[config.mk]
export PLATFORM = sky130hd
export DESIGN_NAME = alu_decode_stage
export DESIGN_NICKNAME = d
export VERILOG_FILES = /design/src/rtl/alu_decode_stage.sv
export SDC_FILE = /design/constraint.sdc
export NUM_CORES = 1
export LEC_CHECK = 0
export BUFFER_PORTS_ARGS = -buffer_cell sky130_fd_sc_hd__buf_2
export CAP_MARGIN = 20
export CORE_AREA = 5 5 100 102
export DETAILED_ROUTE_END_ITERATION = 8
export DIE_AREA = 0 0 105 107
export PLACE_DENSITY = 0.89
export SLEW_MARGIN = 10
export SYNTH_ARGS = -nofsm -noshare
export SYNTH_HDL_FRONTEND = slang
export SYNTH_SLANG_ARGS = --single-unit
[constraint.sdc]
create_clock -name clk -period 2.2 [get_ports clk]
set_input_delay 0.44 -clock clk [delete_from_list [all_inputs] [get_ports clk]]
set_output_delay 0.44 -clock clk [all_outputs]
set_load 0.05 [all_outputs]
[src/rtl/alu_decode_stage.sv]
// RV32I decode/issue stage feeding the ALU: decodes OP, OP-IMM, LUI, AUIPC into registered
// operands/opcode behind a valid/ready register with flush. Optional forwarding: ALU_DECODE_FORWARD_EN.
module alu_decode_stage (
    input  logic        clk,
    input  logic        rst_n,
    input  logic [31:0] instr_in,
    input  logic [31:0] pc_in,
    input  logic        instr_valid_in,
    output logic        instr_ready_out,
    output logic [4:0]  rs1_addr_out,
    output logic [4:0]  rs2_addr_out,
    input  logic [31:0] rs1_data_in,
    input  logic [31:0] rs2_data_in,
    input  logic        wb_en_in,
    input  logic [4:0]  wb_addr_in,
    input  logic [31:0] wb_data_in,
    input  logic        flush_in,
    output logic [31:0] op_1_out,
    output logic [31:0] op_2_out,
    output logic [3:0]  opcode_out,
    output logic [4:0]  rd_out,
    output logic        reg_we_out,
    output logic        illegal_out,
    output logic        valid_out,
    input  logic        ready_in
);
    localparam int unsigned XLEN = 32;
    localparam int unsigned RAW  = 5;
    localparam int unsigned OPW  = 4;

    localparam logic [6:0] OPC_OP     = 7'b0110011;
    localparam logic [6:0] OPC_OP_IMM = 7'b0010011;
    localparam logic [6:0] OPC_LUI    = 7'b0110111;
    localparam logic [6:0] OPC_AUIPC  = 7'b0010111;
    localparam logic [6:0] F7_ZERO    = 7'b0000000;
    localparam logic [6:0] F7_ALT     = 7'b0100000;

    typedef struct packed {
        logic [XLEN-1:0] op_1;
        logic [XLEN-1:0] op_2;
        logic [OPW-1:0]  opcode;
        logic [RAW-1:0]  rd;
        logic            reg_we;
        logic            illegal;
    } dec_t;

    logic [6:0]      opc;
    logic [2:0]      funct3;
    logic [6:0]      funct7;
    logic [XLEN-1:0] rs1_val;
    logic [XLEN-1:0] rs2_val;
    dec_t            dec;
    dec_t            dec_q;
    logic            legal;
    logic            valid_q;

    assign opc          = instr_in[6:0];
    assign funct3       = instr_in[14:12];
    assign funct7       = instr_in[31:25];
    assign rs1_addr_out = instr_in[19:15];
    assign rs2_addr_out = instr_in[24:20];

    // Source operand selection; x0 always reads as zero, even over a forwarded value.
`ifdef ALU_DECODE_FORWARD_EN
    logic fwd_1;
    logic fwd_2;
    assign fwd_1   = wb_en_in && (wb_addr_in != '0) && (wb_addr_in == rs1_addr_out);
    assign fwd_2   = wb_en_in && (wb_addr_in != '0) && (wb_addr_in == rs2_addr_out);
    assign rs1_val = (rs1_addr_out == '0) ? '0 : (fwd_1 ? wb_data_in : rs1_data_in);
    assign rs2_val = (rs2_addr_out == '0) ? '0 : (fwd_2 ? wb_data_in : rs2_data_in);
`else
    logic unused_wb;
    assign unused_wb = ^{wb_en_in, wb_addr_in, wb_data_in};
    assign rs1_val   = (rs1_addr_out == '0) ? '0 : rs1_data_in;
    assign rs2_val   = (rs2_addr_out == '0) ? '0 : rs2_data_in;
`endif

    // Instruction decode; anything not recognised collapses to an illegal bubble with zero operands.
    always_comb begin
        dec    = '0;
        legal  = 1'b0;
        dec.rd = instr_in[11:7];
        case (opc)
            OPC_OP: begin
                legal      = (funct7 == F7_ZERO) ||
                             ((funct7 == F7_ALT) && ((funct3 == 3'b000) || (funct3 == 3'b101)));
                dec.op_1   = rs1_val;
                dec.op_2   = rs2_val;
                dec.opcode = {funct7[5], funct3};
            end
            OPC_OP_IMM: begin
                dec.op_1 = rs1_val;
                case (funct3)
                    3'b001: begin
                        legal      = (funct7 == F7_ZERO);
                        dec.op_2   = XLEN'(instr_in[24:20]);
                        dec.opcode = 4'b0001;
                    end
                    3'b101: begin
                        legal      = (funct7 == F7_ZERO) || (funct7 == F7_ALT);
                        dec.op_2   = XLEN'(instr_in[24:20]);
                        dec.opcode = {funct7[5], 3'b101};
                    end
                    default: begin
                        legal      = 1'b1;
                        dec.op_2   = {{(XLEN-12){instr_in[31]}}, instr_in[31:20]};
                        dec.opcode = {1'b0, funct3};
                    end
                endcase
            end
            OPC_LUI: begin
                legal    = 1'b1;
                dec.op_2 = {instr_in[31:12], 12'b0};
            end
            OPC_AUIPC: begin
                legal    = 1'b1;
                dec.op_1 = pc_in;
                dec.op_2 = {instr_in[31:12], 12'b0};
            end
            default: legal = 1'b0;
        endcase
        if (!legal) begin
            dec.op_1   = '0;
            dec.op_2   = '0;
            dec.opcode = '0;
        end
        dec.illegal = !legal;
        dec.reg_we  = legal && (dec.rd != '0);
    end

    assign instr_ready_out = (!valid_q || ready_in) && !flush_in;

    // Pipeline register: flush kills, transfer loads, consume without refill drains.
    always_ff @(posedge clk or negedge rst_n) begin
        if (!rst_n) begin
            valid_q <= 1'b0;
            dec_q   <= '0;
        end else if (flush_in) begin
            valid_q <= 1'b0;
        end else if (instr_valid_in && instr_ready_out) begin
            valid_q <= 1'b1;
            dec_q   <= dec;
        end else if (ready_in) begin
            valid_q <= 1'b0;
        end
    end

    assign valid_out   = valid_q;
    assign op_1_out    = dec_q.op_1;
    assign op_2_out    = dec_q.op_2;
    assign opcode_out  = dec_q.opcode;
    assign rd_out      = dec_q.rd;
    assign reg_we_out  = dec_q.reg_we;
    assign illegal_out = dec_q.illegal;
endmodule

; Yosys cells after proc, flatten, opt, wreduce, memory -nomap -nowiden
; Cells that the tools add are included.
[totals]
register_bits = 76
latchBits = 0
ram_bits = 0
romBits = 0
in_bits = 171
output_inout_bits = 87
wordCells = 47
mem_count = 0
[classes]
add_sub_neg = 0
n_mul = 0
div = 0
magnitude_cmp = 0
n_eq_ne = 7
shift = 0
n_mux = 12
n_bitwise = 1
reduce_logical = 20
[op_table]
columns = op, count
row1 = case mux 32 bit (3 select lines), 1
row2 = case mux 36 bit (2 select lines), 1
row3 = 2-to-1 mux 68 bit, 1
row4 = 2-to-1 mux 32 bit, 2
row5 = case mux 32 bit (2 select lines), 1
row6 = == test 7 x 6 -> 1 bit (second input constant), 3
row7 = == test 7 x 5 -> 1 bit (second input constant), 2
row8 = zero test 5 bit, 2
row9 = case mux 4 bit (2 select lines), 1
row10 = zero test 7 bit, 1
row11 = nonzero test 5 bit, 1
row12 = logical AND 1 bit, 4
row13 = logical OR 1 bit, 4
row14 = OR reduction 2 bit, 2
row15 = == test 3 x 1 -> 1 bit (second input constant), 1
row16 = == test 3 bit (second input constant), 1
row17 = zero test 1 bit, 3
row18 = zero test 3 bit, 1
row19 = 2-to-1 mux 1 bit, 3
row20 = case mux 1 bit (3 select lines), 1
row21 = nonzero test 3 bit, 1
row22 = case mux 1 bit (2 select lines), 1
row23 = AND reduction 2 bit, 1
row24 = NOT 1 bit, 1

; Longest topological paths before layout
[logic_depth]
ltp_word = 6
mapped_depth = 7
ltp_nobuf = 5

; Worst setup path before layout
; Ideal clock, no wire load.
[synth_path]
path_type = in2reg
start = input port instr_in[25]
end = register dec_q (netlist bit illegal_out)
setup_time_ns = 0.118
arrival_ns = 1.866
required_time_ns = 2.082
slack_ns = 0.216
stages = 7
n_path_buf = 2
path_cell_list = or4_1 o32ai_2 o21ai_1 o21a_1 buf_6 buf_6 a21o_1
[synth_between]
elab_chain_len = 5
word_cells_on_any_way = 8
classes_between = eq/ne (1) / mux (2) / reduce/logical (5)
[synth_lines]
columns = element, line_no
row1 = from (decl), 6  ; input logic [31:0] instr_in,
row2 = == test 7 x 6 -> 1 bit or zero test 7 bit (tied branches), n/a
row3 = logical OR 1 bit or logical AND 1 bit (tied branches), "100, 86"
row4 = case mux 1 bit (2 select lines) or logical OR 1 bit (tied branches), "93, 85"
row5 = case mux 1 bit (3 select lines) (*), 83  ; case (opc)
row6 = zero test 1 bit (*), 127  ; dec.illegal = !legal;
row7 = to (signal assigned), 137  ; dec_q <= '0;
row8 = to (signal assigned), 142  ; dec_q <= dec;
row9 = to (decl), 53  ; dec_t dec_q;
; Mark *: on every way between the ends. The rest lies on a longest branch, timed or not.
; A chain may end at the register's enable or synchronous reset.

; Final worst setup path
[layout_path]
start = input port instr_in[25]
end = register dec_q (netlist bit op_2_out[31])
[layout_between]
elab_chain_len = 5
word_cells_on_any_way = 8
classes_between = eq/ne (1) / mux (3) / reduce/logical (4)
[layout_lines]
columns = element, line_no
row1 = == test 7 x 6 -> 1 bit or zero test 7 bit (tied branches), n/a
row2 = logical OR 1 bit or logical AND 1 bit (tied branches), "100, 86"
row3 = case mux 1 bit (2 select lines) or logical OR 1 bit (tied branches), "93, 85"
row4 = case mux 1 bit (3 select lines) (*), 83
row5 = 2-to-1 mux 68 bit (*), 122  ; if (!legal) begin
; Marked as above.

==> qor.csv <==
stage;metric;value;unit
timing;fmax;496.2;MHz
global_route;antenna_found_initial;0;
timing;setup_violations;0;
power_and_ir_drop;total_power;3.579;mW
clocking;ctsRootBufferMaster;clkbuf_8;
critical_path;cp-end-kind;register;
synthesis;yosys.area_share.simple;0.2278;
worst_hold_path;hp-class;in -> async;
placed_design;pre_cts_slack;-0.4221;ns
placed_design;gp_congestion;0.7838;
detailed_routing;drc_errors;0;
layout;fin_cells;708;
floorplanning;ioPinCount;258;
global_route;groute.usage.overall;0.2086;
placed_design;io_buffers;219;
critical_path;path_delay_family;simple AND/OR/NAND/NOR gates;
floorplanning;die_h;107;um
power_and_ir_drop;combPwrFrac;0.250;
detailed_routing;routed_wl;12080;um
global_route;grt_pass1_wl;19070;um
placed_design;dp.cells;693;
synthesis;ys_seq_area_frac;0.5254;
clocking;clkTransAtPathRegs;0.08;ns
power_and_ir_drop;leakage;2.654;nW
placed_design;dpl.hpwl;8972;um
synthesis;syn_inst;381;
critical_path;crit_path_max_fanout;37;
synthesis;synth_fp_nets;552;
synthesis;synthMuxAreaShare;0;
clocking;cts_made_buffers;9;
detailed_routing;drtIter0Drc;305;
layout;post_route_cells_drive_above_1_share;0.4456;
floorplanning;die_area;0.01124;mm2
layout;n_fill_cell;771;
layout;final_nets;765;
layout;areaGrowthSynthToFinish;41.06;%
layout;diodes;0;
timing;skew;0.008041;ns
critical_path;crit_start;instr_in[25];
synthesis;synth_top_cell_by_area;dfrtp_1;
synthesis;synth_edf_count;0;
synthesis;synth_most_common_cell;dfrtp_1;
layout;utilization;0.5660;
timing;slew_headroom;0.5292;
timing;slew_violations;0;
clocking;cts.sinks;76;
power_and_ir_drop;intPower;2.402;mW
power_and_ir_drop;seq_power_share;0.428;
clocking;cts_tree;yes;
synthesis;synthAdderAreaFrac;0;
synthesis;ys_types;37;
critical_path;crit_required;2.43;ns
floorplanning;start_util;0.4012;
layout;ff_latch_area;0.001902;mm2
clocking;clockBufferDepth;2;
synthesis;synth-seq-cells;76;
timing;fin_crit;2.015;ns
run;cap_violations;0;
synthesis;yosys.area.top_type_share;0.5254;
synthesis;synth_ff_type;dfrtp_1;
synthesis;synth_area_leaders;dfrtp_1, a221oi_1, nand2_1;
synthesis;syn-mean-instance-area;9.501;um2
timing;finalWorstSetupSlack;0.1846;ns
detailed_routing;viasPerCell;5.506;
synthesis;synthXorXnorAreaFrac;0;
power_and_ir_drop;peakVddDrop;0.0003373;V
global_route;grt_overflow;0;
synthesis;synth-compound-area-share;0.1808;
critical_path;crit_path_start_kind;primary input;
floorplanning;fp.dieW;105;um
critical_path;timing.rr.start;valid_out;
timing;whs;0.05951;ns
run_status;outcome;finished, final reports clean;
critical_path;worstPathCellList;buf_2, or4_1, o32ai_2, o21ai_1, o21a_2, buf_12, nor3_1;
floorplanning;rows;35;
synthesis;synth-async-reset-ratio;1.000;
synthesis;yosys-top-cells-count;dfrtp_1, nand2_1, nor2_1, a221oi_1, nor3_1;
layout;final_area;0.005106;mm2
global_route;grt_pass1_vias;3924;
synthesis;synth_top_family_by_area;simple AND/OR/NAND/NOR gates;
timing;finalHoldViolations;0;
detailed_routing;dr.pass1.iters;8;
clocking;htreeDepth;3;
floorplanning;core_area;0.009021;mm2
critical_path;critical-path-max-stage-delay;0.59;ns
critical_path;slowest_stage;or4_1;
clocking;clk_latency;0.33;ns
detailed_routing;avgRoutedWirePerCell;17.06;um
global_route;grt_max_degree;46;
critical_path;crit_arrival;2.24;ns
layout;multi_input_comb_area;0.001508;mm2
placed_design;placed_area;0.004877;mm2
detailed_routing;postRouteAntennaNets;0;
detailed_routing;via_count;3898;
power_and_ir_drop;swShare;0.3289;
timing;rsz0062_at_grt;no;
timing;fin_crit_sh;0.9161;
critical_path;path_class;in -> reg;
synthesis;netlist_area;0.003620;mm2
power_and_ir_drop;pwr-share-clk;0.322;
power_and_ir_drop;power_density;700.9;mW/mm2
power_and_ir_drop;switchingPower;1.177;mW
critical_path;worst-path-buf-inv;2;
synthesis;synth_warnings;0;
timing;tns;0;ns
timing;worst_slew_pin_slew;0.7039;ns
==> kinds of logic (layout without fill, tap and decap cells) <==
logic type | count (synthesis) | in the layout
buffers and inverters | 43 | 258
AO/OA/AOI/OAI | 82 | 82
flip-flops | 76 | 76
AND/OR/NAND/NOR | 180 | 181
==> power groups by stage <==
stage	combinational, mW	sequential (mW)	clock (mW)
after floorplan	0.241	1.88	0
after detailed placement	0.899	1.56	0
after global placement	0.881	1.55	0
after global routing	0.953	1.55	1.25
after CTS	0.902	1.53	1.19
final	0.896	1.53	1.15
==> routing by layer <==
| layer | global-route usage | vias up | part of all wire |
|---|---|---|---|
| met1 | 0.2598 | 1866 | 0.39 |
| met3 | 0.05539 | 15 | 0.094 |
| met5 | 0 | - | 0 |
| met2 | 0.3575 | 213 | 0.50 |
| met4 | 0.05753 | 0 | 0.014 |
| li1 | - | 1804 | - |
==> layout make-up <==
class / instances / share of cell area
Tap cell: 111 / 0.02720
Inverter: 1 / 0.0007351
Clock inverter: 4 / 0.01470
Sequential cell: 76 / 0.3725
Clock buffer: 10 / 0.02695
Timing Repair Buffer: 243 / 0.2627
Multi-Input combinational cell: 263 / 0.2953
==> path summary, 6_finish.rpt <==
| kind | endpoint | slack (ns) | cells after the start |
|---|---|---|---|
| max | op_2_out[31] | 0.18 | 7 |
| min | op_2_out[28] | 0.06 | 1 |
| max reg2reg | op_1_out[19] | 0.48 | 6 |
| min reg2reg | illegal_out | 0.48 | 1 |
| max in group asynchronous | op_2_out[26] | 1.52 | 2 |
| min in group clk | valid_out | 0.28 | 2 |
==> flip-flops by register name, summed over array words and instances, names as in the netlist <==
register and flops:
illegal_out 1, rd_out 5, valid_out 1, op_1_out 32, reg_we_out 1, op_2_out 32
opcode_out 4
==> cells in the final DEF (no fill, tap or decap), types with 10 or more instances in the layout <==
cell	netlist	routed
a221oi_1	31	31
a222oi_1	14	14
a31oi_1	18	18
buf_2	7	218
buf_4	10	20
clkbuf_8	0	10
dfrtp_1	76	76
nand2_1	71	71
nor2_1	53	53
nor3_1	31	31
==> repair_timing <==
item,CTS,global route
resized for setup,0,1
setup endpoints to repair,4,3
setup buffers,0,0
cloned,1,0
pin swaps,1,0
hold buffers,0,0
No activity file was read; power rests on OpenSTA's default activity.
